===== config.mk =====
export PLATFORM = sky130hd
export DESIGN_NAME = dft_blk_sink_flat
export DESIGN_NICKNAME = d
export VERILOG_FILES = /design/src/rtl/dft_blk_if.sv /design/src/rtl/dft_blk_sink.sv /design/src/flat_wrapper.sv
export SDC_FILE = /design/constraint.sdc
export NUM_CORES = 1
export LEC_CHECK = 0
export ABC_CLOCK_PERIOD_IN_PS = 6600
export BUFFER_PORTS_ARGS = -buffer_cell sky130_fd_sc_hd__buf_2
export CAP_MARGIN = 20
export CELL_PAD_IN_SITES_DETAIL_PLACEMENT = 1
export CELL_PAD_IN_SITES_GLOBAL_PLACEMENT = 2
export CORE_ASPECT_RATIO = 1.1
export CORE_MARGIN = 4
export CORE_UTILIZATION = 32
export CTS_BUF_LIST = sky130_fd_sc_hd__clkbuf_4
export CTS_CLUSTER_SIZE = 30
export DETAILED_ROUTE_END_ITERATION = 10
export PLACE_DENSITY_LB_ADDON = 0.1
export SYNTH_ARGS = -nofsm -noshare
export SYNTH_HDL_FRONTEND = slang
export SYNTH_SLANG_ARGS = --single-unit

===== constraint.sdc =====
create_clock -name clk -period 6.6 [get_ports clk]
set_input_delay 1.32 -clock clk [delete_from_list [all_inputs] [get_ports clk]]
set_output_delay 1.32 -clock clk [all_outputs]
set_load 0.01 [all_outputs]

===== src/rtl/dft_blk_if.sv =====
// DFT output sample stream into the block sink.
// Master drives samples plus point count; slave receives.
interface dft_blk_if #(
  parameter int DW = 16,
  parameter int SW = 11
);
  logic [SW-1:0] dft_size;
  logic          din_vld;
  logic          din_sop;
  logic [DW-1:0] din_re;
  logic [DW-1:0] din_im;

  modport master (
    output dft_size, din_vld, din_sop,
    output din_re, din_im
  );

  modport slave (
    input dft_size, din_vld, din_sop,
    input din_re, din_im
  );
endinterface


===== src/rtl/dft_blk_sink.sv =====
// Receive-side DFT block framer: per-block checksum,
// peak magnitude and sticky framing errors.
module dft_blk_sink #(
  parameter int DW       = 16,
  parameter int SW       = 11,
  parameter int CW       = 32,
  parameter int MIN_SIZE = 12,
  parameter int MAX_SIZE = 1200
) (
  input  logic          clk,
  input  logic          rst,
  dft_blk_if.slave      s,
  output logic          blk_done,
  output logic [15:0]   blk_cnt,
  output logic [CW-1:0] blk_csum,
  output logic [DW-1:0] blk_peak,
  output logic          err_short,
  output logic          err_orph,
  output logic          err_size,
  output logic          busy
);

  typedef enum logic [1:0] {
    IDLE,
    COLLECT,
    REPORT
  } state_t;

  localparam logic [SW-1:0] MIN_S = SW'(MIN_SIZE);
  localparam logic [SW-1:0] MAX_S = SW'(MAX_SIZE);
  localparam logic [DW-1:0] MAXP  = {1'b0, {(DW-1){1'b1}}};
  localparam logic [DW-1:0] MOSTN = {1'b1, {(DW-1){1'b0}}};

  // |x| saturating the most-negative code
  function automatic logic [DW-1:0] mag(
    input logic [DW-1:0] x
  );
    logic [DW-1:0] r;
    if (x == MOSTN)
      r = MAXP;
    else if (x[DW-1])
      r = ~x + 1'b1;
    else
      r = x;
    return r;
  endfunction

  function automatic logic [CW-1:0] sext(
    input logic [DW-1:0] x
  );
    return {{(CW-DW){x[DW-1]}}, x};
  endfunction

  state_t        state_q, state_d;
  logic [SW-1:0] size_q, size_d;
  logic [SW-1:0] cnt_q, cnt_d;
  logic [CW-1:0] csum_q, csum_d;
  logic [DW-1:0] peak_q, peak_d;
  logic [CW-1:0] blk_csum_q, blk_csum_d;
  logic [DW-1:0] blk_peak_q, blk_peak_d;
  logic [15:0]   blk_cnt_q, blk_cnt_d;
  logic          err_short_q, err_short_d;
  logic          err_orph_q, err_orph_d;
  logic          err_size_q, err_size_d;

  logic          start;
  logic          data;
  logic          legal;
  logic          last;
  logic [SW-1:0] cnt_inc;
  logic [DW-1:0] mag_re;
  logic [DW-1:0] mag_im;
  logic [DW-1:0] smp_peak;
  logic [DW-1:0] acc_peak;
  logic [CW-1:0] smp_sum;
  logic [CW-1:0] acc_sum;

  always_comb begin
    start    = s.din_vld & s.din_sop;
    data     = s.din_vld & ~s.din_sop;
    legal    = (s.dft_size >= MIN_S) &&
               (s.dft_size <= MAX_S);
    cnt_inc  = cnt_q + SW'(1);
    last     = (cnt_inc == size_q);
    mag_re   = mag(s.din_re);
    mag_im   = mag(s.din_im);
    smp_peak = (mag_re > mag_im) ? mag_re : mag_im;
    acc_peak = (peak_q > smp_peak) ? peak_q : smp_peak;
    smp_sum  = sext(s.din_re) + sext(s.din_im);
    acc_sum  = csum_q + smp_sum;
  end

  always_ff @(posedge clk) begin
    if (rst) begin
      state_q     <= IDLE;
      size_q      <= '0;
      cnt_q       <= '0;
      csum_q      <= '0;
      peak_q      <= '0;
      blk_csum_q  <= '0;
      blk_peak_q  <= '0;
      blk_cnt_q   <= '0;
      err_short_q <= 1'b0;
      err_orph_q  <= 1'b0;
      err_size_q  <= 1'b0;
    end else begin
      state_q     <= state_d;
      size_q      <= size_d;
      cnt_q       <= cnt_d;
      csum_q      <= csum_d;
      peak_q      <= peak_d;
      blk_csum_q  <= blk_csum_d;
      blk_peak_q  <= blk_peak_d;
      blk_cnt_q   <= blk_cnt_d;
      err_short_q <= err_short_d;
      err_orph_q  <= err_orph_d;
      err_size_q  <= err_size_d;
    end
  end

  // REPORT behaves like IDLE for incoming samples
  always_comb begin
    state_d = state_q;
    unique case (state_q)
      IDLE, REPORT: begin
        state_d = (start && legal) ? COLLECT : IDLE;
      end
      COLLECT: begin
        if (start)
          state_d = legal ? COLLECT : IDLE;
        else if (data && last)
          state_d = REPORT;
      end
      default: state_d = IDLE;
    endcase
  end

  always_comb begin
    size_d      = size_q;
    cnt_d       = cnt_q;
    csum_d      = csum_q;
    peak_d      = peak_q;
    blk_csum_d  = blk_csum_q;
    blk_peak_d  = blk_peak_q;
    blk_cnt_d   = blk_cnt_q;
    err_short_d = err_short_q;
    err_orph_d  = err_orph_q;
    err_size_d  = err_size_q;
    if (start) begin
      if (state_q == COLLECT)
        err_short_d = 1'b1;
      if (legal) begin
        size_d = s.dft_size;
        cnt_d  = SW'(1);
        csum_d = smp_sum;
        peak_d = smp_peak;
      end else begin
        err_size_d = 1'b1;
      end
    end else if (data) begin
      if (state_q == COLLECT) begin
        cnt_d  = cnt_inc;
        csum_d = acc_sum;
        peak_d = acc_peak;
        if (last) begin
          blk_csum_d = acc_sum;
          blk_peak_d = acc_peak;
          blk_cnt_d  = blk_cnt_q + 16'd1;
        end
      end else begin
        err_orph_d = 1'b1;
      end
    end
  end

  always_comb begin
    blk_done  = (state_q == REPORT);
    busy      = (state_q == COLLECT);
    blk_cnt   = blk_cnt_q;
    blk_csum  = blk_csum_q;
    blk_peak  = blk_peak_q;
    err_short = err_short_q;
    err_orph  = err_orph_q;
    err_size  = err_size_q;
  end

endmodule


===== src/flat_wrapper.sv =====
// flat-port wrapper written by rule: the top's interface ports become plain ports
module dft_blk_sink_flat 
#(
  parameter int DW       = 16,
  parameter int SW       = 11,
  parameter int CW       = 32,
  parameter int MIN_SIZE = 12,
  parameter int MAX_SIZE = 1200
)
  (clk, rst, blk_done, blk_cnt, blk_csum, blk_peak, err_short, err_orph, err_size, busy, s_dft_size, s_din_vld, s_din_sop, s_din_re, s_din_im);
  dft_blk_if #(.DW(DW), .SW(SW)) s_i ();
  input  logic clk;
  input  logic rst;
  output logic blk_done;
  output logic [15:0] blk_cnt;
  output logic [CW-1:0] blk_csum;
  output logic [DW-1:0] blk_peak;
  output logic err_short;
  output logic err_orph;
  output logic err_size;
  output logic busy;
  input wire logic [$bits(s_i.dft_size)-1:0] s_dft_size;
  input wire logic [$bits(s_i.din_vld)-1:0] s_din_vld;
  input wire logic [$bits(s_i.din_sop)-1:0] s_din_sop;
  input wire logic [$bits(s_i.din_re)-1:0] s_din_re;
  input wire logic [$bits(s_i.din_im)-1:0] s_din_im;
  assign s_i.dft_size = s_dft_size;
  assign s_i.din_vld = s_din_vld;
  assign s_i.din_sop = s_din_sop;
  assign s_i.din_re = s_din_re;
  assign s_i.din_im = s_din_im;
  dft_blk_sink #(.DW(DW), .SW(SW), .CW(CW), .MIN_SIZE(MIN_SIZE), .MAX_SIZE(MAX_SIZE)) u_core (.clk(clk), .rst(rst), .s(s_i), .blk_done(blk_done), .blk_cnt(blk_cnt), .blk_csum(blk_csum), .blk_peak(blk_peak), .err_short(err_short), .err_orph(err_orph), .err_size(err_size), .busy(busy));
endmodule

==> results of run 1 <==
## power by group
group | internal (uW) | total [uW] | switching (uW)
Combinational | 340 | 857 | 517
Clock | 269 | 635 | 366
Sequential | 868 | 889 | 21.5
Total | 1480 | 2380 | 904
## layout make-up
type | count | share of cell area, %
Clock buffer | 18 | 1.14
Antenna cell | 1 | 0.0211
Inverter | 22 | 0.697
Sequential cell | 139 | 23.5
Multi-Input combinational cell | 1067 | 58.2
Clock inverter | 14 | 1.39
Tap cell | 414 | 4.37
Timing Repair Buffer | 205 | 10.7
## through the flow
step	util [%]	area (um2)	TNS [ns]	power (uW)
floorplan	-	10100	0	1460
global placement	37.6	11500	-6.07	1750
detailed placement	37.6	11500	-8.19	1760
CTS	38.6	11800	0	2410
global route	38.6	11800	0	2550
finish	38.6	11800	0	2380
## worst min-delay path: cells and delay by family, from the launching register on
| kind | cells | cell delay, ns |
|---|---|---|
| and+or+nand+nor | 1 | 0.05 |
| AOI/OAI and AO/OA | 1 | 0.05 |
| DFF | 1 | 0.33 |
## logic make-up after synthesis
family / synth area share [%]
AND/OR/NAND/NOR: 21.9
AO/OA/AOI/OAI: 26.5
flip-flops: 27.7
buffers and inverters: 3.80
adder cells (fa/ha/maj): 10.8
XOR/XNOR: 6.52
multiplexers: 2.72
## what timing repair did
| item | CTS | global route |
|---|---|---|
| endpoints found under the hold margin | 0 | 0 |
| resized for setup | 0 | 1 |
| setup endpoints to repair | 0 | 15 |
| buffers inserted | 0 | 1 |
## state kept, by name, indices dropped and copies added, names as in the netlist
| name | cells |
|---|---|
| u_core.blk_csum | 32 |
| u_core.peak_q | 16 |
| u_core.state_q | 2 |
| u_core.blk_cnt | 16 |
| u_core.err_orph | 1 |
| u_core.err_size | 1 |
| u_core.csum_q | 32 |
| u_core.err_short | 1 |
| u_core.cnt_q | 11 |
| u_core.size_q | 11 |
| u_core.blk_peak | 16 |
## cell usage in the layout, fill, tap and decap left out, drive strengths merged, types with 20 or more instances in the layout
cell type,count
a21o,33
a21oi,117
a31oi,34
buf,205
dfxtp,139
ha,83
inv,27
mux2i,25
nand2,142
nand3,51
nor2,125
o211ai,20
o21ai,98
or3,28
xnor2,46
xor2,26
## per-layer routing
metal | part of all wire (%) | wire, um | GRT usage [%]
met5 | 0 | 0 | 0
met3 | 3.5 | 1240 | 2.85
met2 | 50 | 17600 | 36.3
met4 | 1.4 | 489 | 4.67
met1 | 45 | 16100 | 26.3
## worst paths after layout
kind,start,to,slack (ns),depth (start not counted)
max,s_din_im[1],u_core.peak_q[10]$_SDFFE_PP0P_,0.31,21
min,u_core.blk_csum[25]$_SDFFE_PP0P_,u_core.blk_csum[25]$_SDFFE_PP0P_,0.47,2
max reg2reg,u_core.cnt_q[0]$_SDFFE_PP0P_,u_core.blk_peak[13]$_SDFFE_PP0P_,2.77,9
min reg2reg,u_core.blk_csum[25]$_SDFFE_PP0P_,u_core.blk_csum[25]$_SDFFE_PP0P_,0.47,2
==> results.json, run 1 <==
{
  "status": "finished, final reports clean",
  "worst-path-max-fanout": 12,
  "worstPathCellList": "buf_2 -> or2_2 -> or4b_2 -> o41ai_2 -> mux2_2 -> ha_1 -> a21o_1 -> a21o_1 -> a21oi_1 -> o21ai_0 -> a221o_1 -> a21oi_1 -> nor2_1 -> ha_1 -> nand3_1 -> or3_1 -> or2_2 -> o2111a_1 -> o31a_1 -> buf_4 -> a211oi_1",
  "syn-cell-area_um2": 10000,
  "finalMaxSlewViolations": 0,
  "fin_ws_ns": 0.315,
  "fillers": 3865,
  "crit_family": "compound AO/OA/AOI/OAI gates",
  "layout-drive-gt1-share_pct": 17.5,
  "antenna_found_initial": 1,
  "hold_path.class": "flop to flop",
  "syn_nets": 1430,
  "slew_headroom_pct": 33.3,
  "cp_slowest_cell": "or4b_2",
  "p_per_area_nw_per_um2": 201,
  "syn_inst": 1298,
  "synth_top_flop_cell": "dfxtp_1",
  "start_kind": "primary input",
  "clock_path_buffers": 2,
  "skew_ns": 0.0242,
  "multi_input_area_um2": 6890,
  "leakage_uw": 0.00509,
  "finalHoldViolations": 0,
  "avgSynthCellArea_um2": 7.73,
  "drt-vias-per-instance": 5.44,
  "cts.htree.levels": 4,
  "antenna_left": 0,
  "grt_pass1_wl_um": 56800,
  "gp_congestion": 0.870,
  "ios": 116,
  "grtUsageTotal_pct": 20.5,
  "insertion_delay_ns": 0.59,
  "root_buffer": "clkbuf_4",
  "path_class": "primary input to flop",
  "synth_cell_type_count": 71,
  "critPathCaptureType": "flop",
  "ys_ff_latch": 139,
  "async_reset_ff_share_pct": 0,
  "post-route-min-period_ns": 6.29,
  "grt_max_degree": 82,
  "finalSetupViolations": 0,
  "dr.pass1.iters": 4,
  "maxCapViolCount": 0,
  "synth_warnings": 0,
  "holdBufCountCts": 0,
  "critPathRequiredTime_ns": 7.10,
  "wl_um": 35400,
  "yosys-top-cells-area": "dfxtp_1 28%, ha_1 10%, a21oi_1 5.8%",
  "vias": 10200,
  "die_h_um": 194,
  "place_ws_ns": -0.362,
  "die_area_um2": 34200,
  "synth_edf_count": 0,
  "worstMarginPinSlew_ns": 1.00,
  "std_cell_rows": 67,
  "crit_buf_inv": 2,
  "vdd_drop_max_v": 0.0000936,
  "worst_hold_slack_ns": 0.467,
  "seq_area_frac_synth_pct": 27.7,
  "area.sequential_um2": 2780,
  "clkSinkCount": 139,
  "synth_top_area_share_pct": 27.7,
  "core_um2": 30700,
  "crit_path_max_incr_delay_ns": 0.69,
  "rsz0062_at_grt": "no",
  "final_nets": 1584,
  "synthTopCellsByCount": "142 x nand2_1, 139 x dfxtp_1, 125 x nor2_1",
  "dp_hpwl_um": 27000,
  "die_w_um": 177,
  "floorplan.initialDensity_pct": 32.7,
  "synth.most_common_cell": "nand2_1",
  "cts_made_buffers": 17,
  "grt_pass1_vias": 10400,
  "arrival_ns": 6.78,
  "overflow": 0,
  "stdcell_count": 1880,
  "wl_per_cell_um": 18.8,
  "cts_tree": "built",
  "drtIter0Drc": 473,
  "port_buffers": 115,
  "synth_top_area_cell": "dfxtp_1",
  "cts.reportedPaths.clkPinSlew_ns": 0.13,
  "drc": 0,
  "finalCritPeriodShare_pct": 95.2,
  "dpl.cell_count": 1846,
  "clock.fmax_ghz": 0.159,
  "layout-area-overhead-vs-synth_pct": 18.1
}
Power figures use the tool's default switching activity.
==> run 2: changes to the inputs <==
--- a/config.mk
+++ b/config.mk
@@ -6,4 +6,5 @@
 export NUM_CORES = 1
 export LEC_CHECK = 0
+export ABC_AREA = 1
 export ABC_CLOCK_PERIOD_IN_PS = 6600
 export BUFFER_PORTS_ARGS = -buffer_cell sky130_fd_sc_hd__buf_2
@@ -13,5 +14,5 @@
 export CORE_ASPECT_RATIO = 1.1
 export CORE_MARGIN = 4
-export CORE_UTILIZATION = 32
+export CORE_UTILIZATION = 30
 export CTS_BUF_LIST = sky130_fd_sc_hd__clkbuf_4
 export CTS_CLUSTER_SIZE = 30
==> constraint.sdc (replaced) <==
create_clock -name clk -period 6.6 [get_ports clk]
set_input_delay 1.32 -clock clk [delete_from_list [all_inputs] [get_ports clk]]
set_output_delay 1.32 -clock clk [all_outputs]
set_load 0.05 [all_outputs]
==> run 2 against run 1 <==
Global-route usage increased by 1.1 points; critical path type unchanged; via count grew 27%; cell count rose by 39%; clock power rose by 3.6%.
==> results.json, run 2 <==
{
  "arrival_ns": 6.08,
  "final_cell_mix": "618 x nand2_1, 270 x inv_1, 195 x nand3_1, 170 x nor2_1, 150 x a21oi_1",
  "synth_top_flop_cell": "dfxtp_1",
  "r2r_setup_slack_ns": 3.19,
  "clkSinkCount": 139,
  "ys_ff_latch": 139,
  "overflow": 0,
  "final_common_cell": "nand2_1",
  "crit_path_end": "u_core.blk_peak[4]$_SDFFE_PP0P_",
  "status": "finished, final reports clean",
  "avgSynthCellArea_um2": 5.92,
  "seq_area_frac_synth_pct": 23.5,
  "slew_headroom_pct": 34.8,
  "hp-start": "u_core.blk_csum[0]$_SDFFE_PP0P_",
  "gp_congestion": 0.877,
  "met2_usage_pct": 39.9,
  "vdd_drop_max_v": 0.000131,
  "holdBufCountCts": 0,
  "cts_made_buffers": 17,
  "maxCapViolCount": 0,
  "synth_top_area_share_pct": 23.5,
  "yosys-top-cells-area": "dfxtp_1 23%, nand2_1 20%, ha_1 8.8%",
  "leakage_uw": 0.00688,
  "cts.htree.levels": 4,
  "worst-path-max-fanout": 20,
  "hold_path.class": "flop to flop",
  "drt-vias-per-instance": 4.97,
  "crit_path_max_incr_delay_ns": 0.38,
  "core_um2": 39100,
  "syn_inst": 2001,
  "async_reset_ff_share_pct": 0,
  "insertion_delay_ns": 0.65,
  "dr.pass1.iters": 4,
  "wl_um": 46300,
  "critPathRequiredTime_ns": 7.15,
  "start_kind": "primary input",
  "syn-cell-area_um2": 11800,
  "die_w_um": 197,
  "dpl.cell_count": 2577,
  "die_h_um": 216,
  "r2r_start": "u_core.cnt_q[0]$_SDFFE_PP0P_",
  "rsz0062_at_grt": "no",
  "ios": 116,
  "fin_area_um2": 13200,
  "vias": 13000,
  "post-route-min-period_ns": 5.53,
  "fin_ws_ns": 1.07,
  "grt_pass1_vias": 13700,
  "grt_pass1_wl_um": 73500,
  "finalSetupViolations": 0,
  "synth.most_common_cell": "nand2_1",
  "worstMarginPinSlew_ns": 0.976,
  "wl_per_cell_um": 17.7,
  "grt-busiest-layer": "met2",
  "p_per_area_nw_per_um2": 200,
  "synth_top_area_cell": "dfxtp_1",
  "synth_warnings": 0,
  "grtUsageTotal_pct": 21.6,
  "clock_path_buffers": 2,
  "stdcell_count": 2610,
  "cp-startpoint": "s_din_im[1]",
  "clock.fmax_ghz": 0.181,
  "r2r_cells": 14,
  "cp_slowest_cell": "nor4_1",
  "std_cell_rows": 76,
  "final_nets": 2221,
  "syn_nets": 2133,
  "port_buffers": 115,
  "finalMaxSlewViolations": 0,
  "layout-drive-gt1-share_pct": 9.99,
  "layout-area-overhead-vs-synth_pct": 11.7,
  "dp_hpwl_um": 36600,
  "place_ws_ns": 0.385,
  "cp_common_cell": "nand2_1",
  "cts.reportedPaths.clkPinSlew_ns": 0.14,
  "grt_max_degree": 57,
  "drtIter0Drc": 386,
  "ctsResizeCount": 0,
  "postCtsSetupBuffers": 0,
  "skew_ns": 0.0317,
  "antenna_found_initial": 1,
  "grt_use_met3_pct": 2.47,
  "finalCritPeriodShare_pct": 83.8,
  "synth_edf_count": 0,
  "synth_cell_type_count": 38,
  "cts_tree": "built",
  "grtUsageMet1_pct": 26.3,
  "synthTopCellsByCount": "619 x nand2_1, 271 x inv_1, 195 x nand3_1",
  "final.setup.tns_ns": 0,
  "die_area_um2": 42700,
  "finalPower_uw": 2650,
  "critPathCaptureType": "flop",
  "floorplan.initialDensity_pct": 30.3,
  "drc": 0,
  "antenna_left": 0,
  "finalHoldViolations": 0,
  "post_dp_cell_area_um2": 12900,
  "root_buffer": "clkbuf_4",
  "path_class": "primary input to flop",
  "rr_endpoint": "u_core.blk_cnt[6]$_SDFFE_PP0P_"
}
## run 2: changes by cell type in the layout (fill, tap and decap cells not counted), sizes merged, moves of 33 or more
cell | previous run | this run
nand2 | 142 | 623
inv | 27 | 278
nand3 | 51 | 197
buf | 205 | 135
nor2 | 125 | 178
a21oi | 117 | 150
## run 2: kinds of logic (layout without fill, tap and decap cells)
kind of cell,after synthesis,count (layout),share of synthesized area [%]
xor gates and xnor gates,49,49,3.62
DFF,139,139,23.5
buffers and inverters,342,443,11.2
and+or+nand+nor,1108,1108,40.1
AOI/OAI and AO/OA,278,278,12.5
adders and majority gates,85,85,9.10
other,0,1,0
## run 2: worst min path at each step
stage | end | slack [ns] | cells after the start
after floorplan | u_core.size_q[0]$_SDFFE_PP0P_ | 0.44 | 2
after global placement | u_core.err_orph$_SDFFE_PP0P_ | 0.44 | 2
after detailed placement | u_core.blk_csum[0]$_SDFFE_PP0P_ | 0.46 | 2
after CTS | u_core.blk_csum[8]$_SDFFE_PP0P_ | 0.48 | 2
after global routing | u_core.blk_csum[0]$_SDFFE_PP0P_ | 0.50 | 2
final | u_core.blk_csum[0]$_SDFFE_PP0P_ | 0.48 | 2
## run 2: worst max-delay path, delay by kind of cell
| kind | cells | cell delay (ns) |
|---|---|---|
| adder cells (fa/ha/maj) | 3 | 0.74 |
| buffers and inverters | 6 | 0.76 |
| AND/OR/NAND/NOR | 24 | 3.24 |
## run 2: stage by stage
step                      hold slack (ns)  utilization (%)
after global routing                0.505             33.9
after CTS                           0.483             33.9
after detailed placement            0.464             33.1
after global placement              0.444             33.1
after floorplan                     0.444                -
final                               0.481             33.9
## run 2: final cells by class
class / instances / area, um2
fill: 5262 / 25800
multi-input combinational: 1520 / 7740
sequential: 139 / 2780
inverter: 276 / 1040
timing repair buffer: 135 / 726
tap: 507 / 634
clock inverter: 15 / 188
clock buffer: 17 / 128
antenna: 1 / 2.50
## run 2: power by group
group          internal [uW]  switching, uW
logic                    351            747
registers                872           22.7
clock network            268            390
## run 2: metal layers
layer  up-vias  share of wire, %
li1       6599                 -
met3        45               2.1
met5         -                 0
met4         0               2.0
met2       139                51
met1      6187                45
